<file path="src/rtl/exec_sequencer_pkg.sv">
// Shared definitions for the exec_sequencer slice: instruction field layout,
// condition encodings, FSM state type and the halt/watchdog constants.
package exec_sequencer_pkg;

  localparam int COND_HI   = 15;
  localparam int COND_LO   = 14;
  localparam int OP_HI     = 13;
  localparam int OP_LO     = 10;
  localparam int DEST_HI   = 9;
  localparam int DEST_LO   = 7;
  localparam int SRC1_HI   = 6;
  localparam int SRC1_LO   = 4;
  localparam int SRC2_HI   = 3;
  localparam int SRC2_LO   = 1;
  localparam int SHIFT_BIT = 0;

  typedef enum logic [1:0] {
    COND_ALWAYS = 2'b00,
    COND_Z      = 2'b01,
    COND_NZ     = 2'b10,
    COND_C      = 2'b11
  } cond_e;

  typedef enum logic [2:0] {
    S_IDLE,
    S_EVAL,
    S_EXEC,
    S_WB,
    S_HALT
  } state_e;

  localparam logic [3:0] HALT_OP  = 4'hF;
  localparam logic [7:0] WDOG_MAX = 8'd255;

endpackage

</file>
<file path="src/rtl/exec_sequencer_cond_check.sv">
// Combinational condition evaluator: decides whether an instruction executes
// given its cond field and the current Z/C flags.
module cond_check
  import exec_sequencer_pkg::*;
(
  input  logic [1:0] cond,
  input  logic       z,
  input  logic       c,
  output logic       take
);

  // NOTE: every combinational output gets a default before the case so that
  // no path leaves it unassigned, which would otherwise infer a latch.
  always_comb begin
    take = 1'b0;
    case (cond_e'(cond))
      COND_ALWAYS: take = 1'b1;
      COND_Z:      take = z;
      COND_NZ:     take = ~z;
      COND_C:      take = c;
    endcase
  end

endmodule

</file>
<file path="src/rtl/exec_sequencer.sv">
// Instruction execution sequencer: accepts one instruction at a time, checks
// its condition, drives the ALU, guards it with a watchdog and strobes writeback.
// Optional retire/skip performance counters are enabled by EXEC_SEQUENCER_PERF_EN.
module exec_sequencer
  import exec_sequencer_pkg::*;
(
  input  logic        clk,
  input  logic        rst_n,
  input  logic        inst_valid,
  input  logic [15:0] inst,
  output logic        inst_ready,
  output logic        alu_start,
  output logic [3:0]  alu_op,
  output logic [2:0]  alu_dest,
  output logic [2:0]  alu_src1,
  output logic [2:0]  alu_src2,
  output logic        alu_shift,
  input  logic        alu_done,
  input  logic        alu_zero,
  input  logic        alu_carry,
  output logic        rf_we,
  output logic        skipped,
  output logic        halted,
  output logic        timeout_err
`ifdef EXEC_SEQUENCER_PERF_EN
  ,
  output logic [15:0] retired_cnt,
  output logic [15:0] skip_cnt
`endif
);

  state_e      state, state_nxt;
  logic [15:0] inst_q;
  logic        z_q, c_q;
  logic [7:0]  wdog_q;
  logic        timeout_q;
  logic        take;
  logic        wdog_expired;

  cond_check u_cond_check (
    .cond (inst_q[COND_HI:COND_LO]),
    .z    (z_q),
    .c    (c_q),
    .take (take)
  );

  // Held fields come straight from the captured word, so they stay stable
  // from alu_start until a new instruction is accepted.
  assign alu_op      = inst_q[OP_HI:OP_LO];
  assign alu_dest    = inst_q[DEST_HI:DEST_LO];
  assign alu_src1    = inst_q[SRC1_HI:SRC1_LO];
  assign alu_src2    = inst_q[SRC2_HI:SRC2_LO];
  assign alu_shift   = inst_q[SHIFT_BIT];
  assign timeout_err = timeout_q;

  assign wdog_expired = (wdog_q == WDOG_MAX);

  always_comb begin
    state_nxt  = state;
    inst_ready = 1'b0;
    alu_start  = 1'b0;
    rf_we      = 1'b0;
    skipped    = 1'b0;
    halted     = 1'b0;
    case (state)
      S_IDLE: begin
        inst_ready = 1'b1;
        if (inst_valid) state_nxt = S_EVAL;
      end
      S_EVAL: begin
        if (!take) begin
          skipped   = 1'b1;
          state_nxt = S_IDLE;
        end else if (alu_op == HALT_OP) begin
          state_nxt = S_HALT;
        end else begin
          alu_start = 1'b1;
          state_nxt = S_EXEC;
        end
      end
      // A late alu_done on the final watchdog count still completes normally.
      S_EXEC: begin
        if (alu_done)          state_nxt = S_WB;
        else if (wdog_expired) state_nxt = S_IDLE;
      end
      S_WB: begin
        rf_we     = 1'b1;
        state_nxt = S_IDLE;
      end
      S_HALT: begin
        halted = 1'b1;
      end
      default: state_nxt = S_IDLE;
    endcase
  end

  // NOTE: all clocked state uses non-blocking assignments so every register
  // samples pre-edge values, independent of statement order.
  always_ff @(posedge clk or negedge rst_n) begin
    if (!rst_n) state <= S_IDLE;
    else        state <= state_nxt;
  end

  always_ff @(posedge clk or negedge rst_n) begin
    if (!rst_n) begin
      inst_q    <= '0;
      z_q       <= 1'b0;
      c_q       <= 1'b0;
      wdog_q    <= '0;
      timeout_q <= 1'b0;
    end else begin
      if (inst_ready && inst_valid) inst_q <= inst;
      if (alu_start) wdog_q <= '0;
      if (state == S_EXEC) begin
        if (alu_done) begin
          z_q <= alu_zero;
          c_q <= alu_carry;
        end else if (wdog_expired) begin
          timeout_q <= 1'b1;
        end else begin
          wdog_q <= wdog_q + 8'd1;
        end
      end
    end
  end

`ifdef EXEC_SEQUENCER_PERF_EN
  always_ff @(posedge clk or negedge rst_n) begin
    if (!rst_n) begin
      retired_cnt <= '0;
      skip_cnt    <= '0;
    end else begin
      if (rf_we)   retired_cnt <= retired_cnt + 16'd1;
      if (skipped) skip_cnt    <= skip_cnt + 16'd1;
    end
  end
`endif

endmodule

</file>
<file path="config.mk">
export PLATFORM = sky130hd
export DESIGN_NAME = exec_sequencer
export DESIGN_NICKNAME = d
export VERILOG_FILES = /design/src/rtl/exec_sequencer_pkg.sv /design/src/rtl/exec_sequencer_cond_check.sv /design/src/rtl/exec_sequencer.sv
export SDC_FILE = /design/constraint.sdc
export NUM_CORES = 1
export LEC_CHECK = 0
export CORE_MARGIN = 2
export CORE_UTILIZATION = 47
export DETAILED_ROUTE_END_ITERATION = 12
export HOLD_SLACK_MARGIN = 0.05
export PLACE_DENSITY = 0.79
export SYNTH_ARGS = -nofsm -noshare
export SYNTH_HDL_FRONTEND = slang
export SYNTH_HIERARCHICAL = 1
export SYNTH_SLANG_ARGS = --single-unit
</file>
<file path="constraint.sdc">
create_clock -name clk -period 2.3 [get_ports clk]
set_clock_uncertainty 0.15 [all_clocks]
set_input_delay 0.46 -clock clk [delete_from_list [all_inputs] [get_ports clk]]
set_output_delay 0.46 -clock clk [all_outputs]
set_load 0.02 [all_outputs]
</file>
==> run summary <==
multiplexer share of the synthesized area = 15.7%
proportion of layout cells with a drive suffix above 1 = 24.4%
Synth Area in XOR/XNOR = 0%
clock buffer count from CTS = 5
Hold WS = 338 ps
detailed-route vias per instance = 5.16
Seq pwr share = 37.2%
sw frac = 35.7%
Post-route DRC = 0
Worst EP required = 1690 ps
Compound-Gate Fraction of Synth Area = 6.18%
largest net degree at the start of global routing = 31
post-synth cell types = 34
Clock Sinks = 30
RSZ-0062 raised after global routing = no
vias in the first global route = 1143
Die Wd = 60.1 um
Worst Tran Pin Value = 379 ps
Tightest Hold Check Type = flip-flop to flip-flop
Max-cap violations = 0
Power Density = 1210 nW/um^2
Die Span Y = 60.1 um
flops & latches, synth = 30
Post-synth EDFFs = 0
Core Area = 3030 um^2
fin crit share = 91.3%
Mean Syn Cell Area = 11.5 um^2
Antenna Nets Post-Route = 0
Leak = 0.863 nW
P&R area growth vs syn = 32.7%
worst-path fanout max = 8
Most used DFF post-synth = dfrtp_1
final setup violation count = 0
Comb pwr share = 46.4%
Final Hold Fails = 0
Setup CP Type = flip-flop to output pin
Worst-path clk slew = 90 ps
Max Root-Sink Buffers = 2
switching power = 0.000844 W
worst slew margin relative to its limit = 74.7%
detailed router's first-iteration violation count = 42
H-Tree Depth = 2
Synth area leaders = dfrtp_1 (51%), mux2_2 (14%), buf_4 (7.1%)
CTS Root Cell = clkbuf_4
Worst setup EP type = output pin
global-route wire length before repair = 5250 um
GR Overflow Total = 0
IO Count = 42
setup TNS = 0 ps
Post-Synth Simple-Gate Area = 17.3%
FMAX = 476 MHz
worst vdd ir = 757 uV
TritonCTS clock tree = done
Syn Inst Count = 128
Clock Power Share = 16.5%
Synthesis Warnings = 6
largest family of logic cells by synthesized area = simple AND/OR/NAND/NOR gates
fraction of registers with async set or reset after synthesis = 100%
drt first pass iters = 4
min Tclk post-route = 2100 ps
internal power = 0.00152 W
Startpoint Class = flip-flop
HPWL after DPL = 2280 um
nets = 190
via count = 1094
initial antenna violation count = 0
R2R Setup Slk = 340 ps
Worst-Skew Late Latency = 330 ps
Initial Util = 48.8%
Mapped Area = 1480 um^2
Fill cells = 254
top-area cell type share of the netlist area = 50.8%
area leader, netlist = dfrtp_1
Crit path arrival time = 1490 ps
Seq/Total Area, Yosys = 50.8%
# diodes = 0
gpl congestion = 0.954
status = complete, no violations
GRT Util Overall = 20.4%
Cell Rows = 20
IO Port Bufs = 41
Pins Over Slew Limit = 0
Synth Area in Adders = 0.847%
Total Wirelength = 3010 um
die footprint = 3610 um^2
Avg WL per Cell = 14.2 um
Syn Nets = 151
[cells in the mapped netlist (2+ instances only)]
cell type / n
a21oi_1: 2
a31oi_1: 2
buf_4: 14
clkbuf_2: 2
dfrtp_1: 30
inv_1: 3
mux2_2: 18
mux2i_1: 3
nand2_1: 12
nand2b_1: 3
nand3_1: 7
nand4_1: 4
nor2_1: 2
nor3_1: 2
o21ai_0: 5
[registers in the layout (all words and copies together) (netlist names)]
| signal | count |
|---|---|
| inst_q | 16 |
| wdog_q | 8 |
| state | 3 |
| c_q | 1 |
| timeout_err | 1 |
| z_q | 1 |
[per-stage QoR]
| step | total power, W | utilization (%) | cells | area (um^2) | worst slack (ps) |
|---|---|---|---|---|---|
| after floorplan | 0.00166 | - | 128 | 1480 | 120 |
| after global placement | 0.00196 | 62.3 | 204 | 1890 | 53.1 |
| after detailed placement | 0.00202 | 62.3 | 204 | 1890 | 23.6 |
| after CTS | 0.00239 | 64.7 | 212 | 1960 | 77.6 |
| after global routing | 0.00252 | 64.8 | 212 | 1960 | 107 |
| final | 0.00236 | 64.8 | 212 | 1960 | 199 |
[cells in the final DEF, fill, tap and decap left out, drive strengths merged]
cell type	synthesis	final
and3	1	1
o211ai	1	1
inv	3	3
nor2	2	2
clkbuf	3	9
dfrtp	30	30
or4b	1	1
nand2b	3	3
and3b	1	1
a211oi	1	1
nand4bb	1	1
nor3	2	2
buf	15	9
mux2i	3	3
dlygate4sd2	0	4
o31ai	1	1
a21oi	2	2
o311ai	1	1
ha	1	1
nor2b	1	1
mux2	18	18
nand2	12	12
o21a	1	1
nor4b	2	2
or3	1	1
a31oi	2	2
nand4	4	4
o21ai	5	5
nor3b	1	1
nand3	7	7
and2	1	1
clkdlybuf4s50	0	36
and4	1	1
[cell families (layout without fill, tap and decap cells)]
family,count (synthesis),count (layout)
adder cells (fa/ha/maj),1,1
multiplexers,21,21
AO/OA/AOI/OAI,14,14
AND/OR/NAND/NOR,41,41
flip-flops,30,30
buffers and inverters,21,61
[power by group through the flow]
| stage | Clock (W) | Sequential (W) | Combinational [W] |
|---|---|---|---|
| 6_report | 0.000389 | 0.000880 | 0.00110 |
| 5_1_grt | 0.000424 | 0.000907 | 0.00118 |
| 4_1_cts | 0.000405 | 0.000878 | 0.00111 |
| 3_5_place_dp | 0 | 0.000887 | 0.00113 |
| 3_3_place_gp | 0 | 0.000871 | 0.00109 |
| 2_1_floorplan | 0 | 0.000858 | 0.000807 |
[final cells by class]
cell class | count | area (um^2) | area share, %
Multi-Input combinational cell | 77 | 597 | 30.4
Timing Repair Buffer | 50 | 468 | 23.9
Clock buffer | 8 | 78.8 | 4.02
Tap cell | 44 | 55.1 | 2.81
Sequential cell | 30 | 751 | 38.3
Inverter | 3 | 11.3 | 0.574
[critical path, cell delays in order, from the launching register on]
cell	delay, ps
dfrtp_1	390
buf_4	160
nand2b_1	160
nor2_1	100
dlygate4sd2_1	340
[routing by layer]
layer  track usage [%]  up-vias  routed length (um)
met4              11.4        0                  74
met3              5.41        8                 165
met5                 0        -                   0
met2              31.8       34                1540
li1                  -      521                   -
met1              25.5      531                1230
[worst paths after layout]
path / to / cells past startpoint / from
worst max-delay path: halted / 4 / state[0]
worst min-delay path: timeout_err / 2 / timeout_err
worst max register to register: wdog_q[7] / 5 / state[0]
worst min register to register: timeout_err / 2 / timeout_err
max in group asynchronous: inst_q[15] / 2 / rst_n
min in group asynchronous: state[2] / 2 / rst_n
[repair_timing]
item                                   CTS  global route
gates resized for setup                  5             3
endpoints found under the hold margin    0             0
hold buffers                             0             0
pin swaps                                0             0
buffers inserted                         0             0
setup endpoints to repair                5             1
Note: power is estimated with default switching activity, not from simulation.
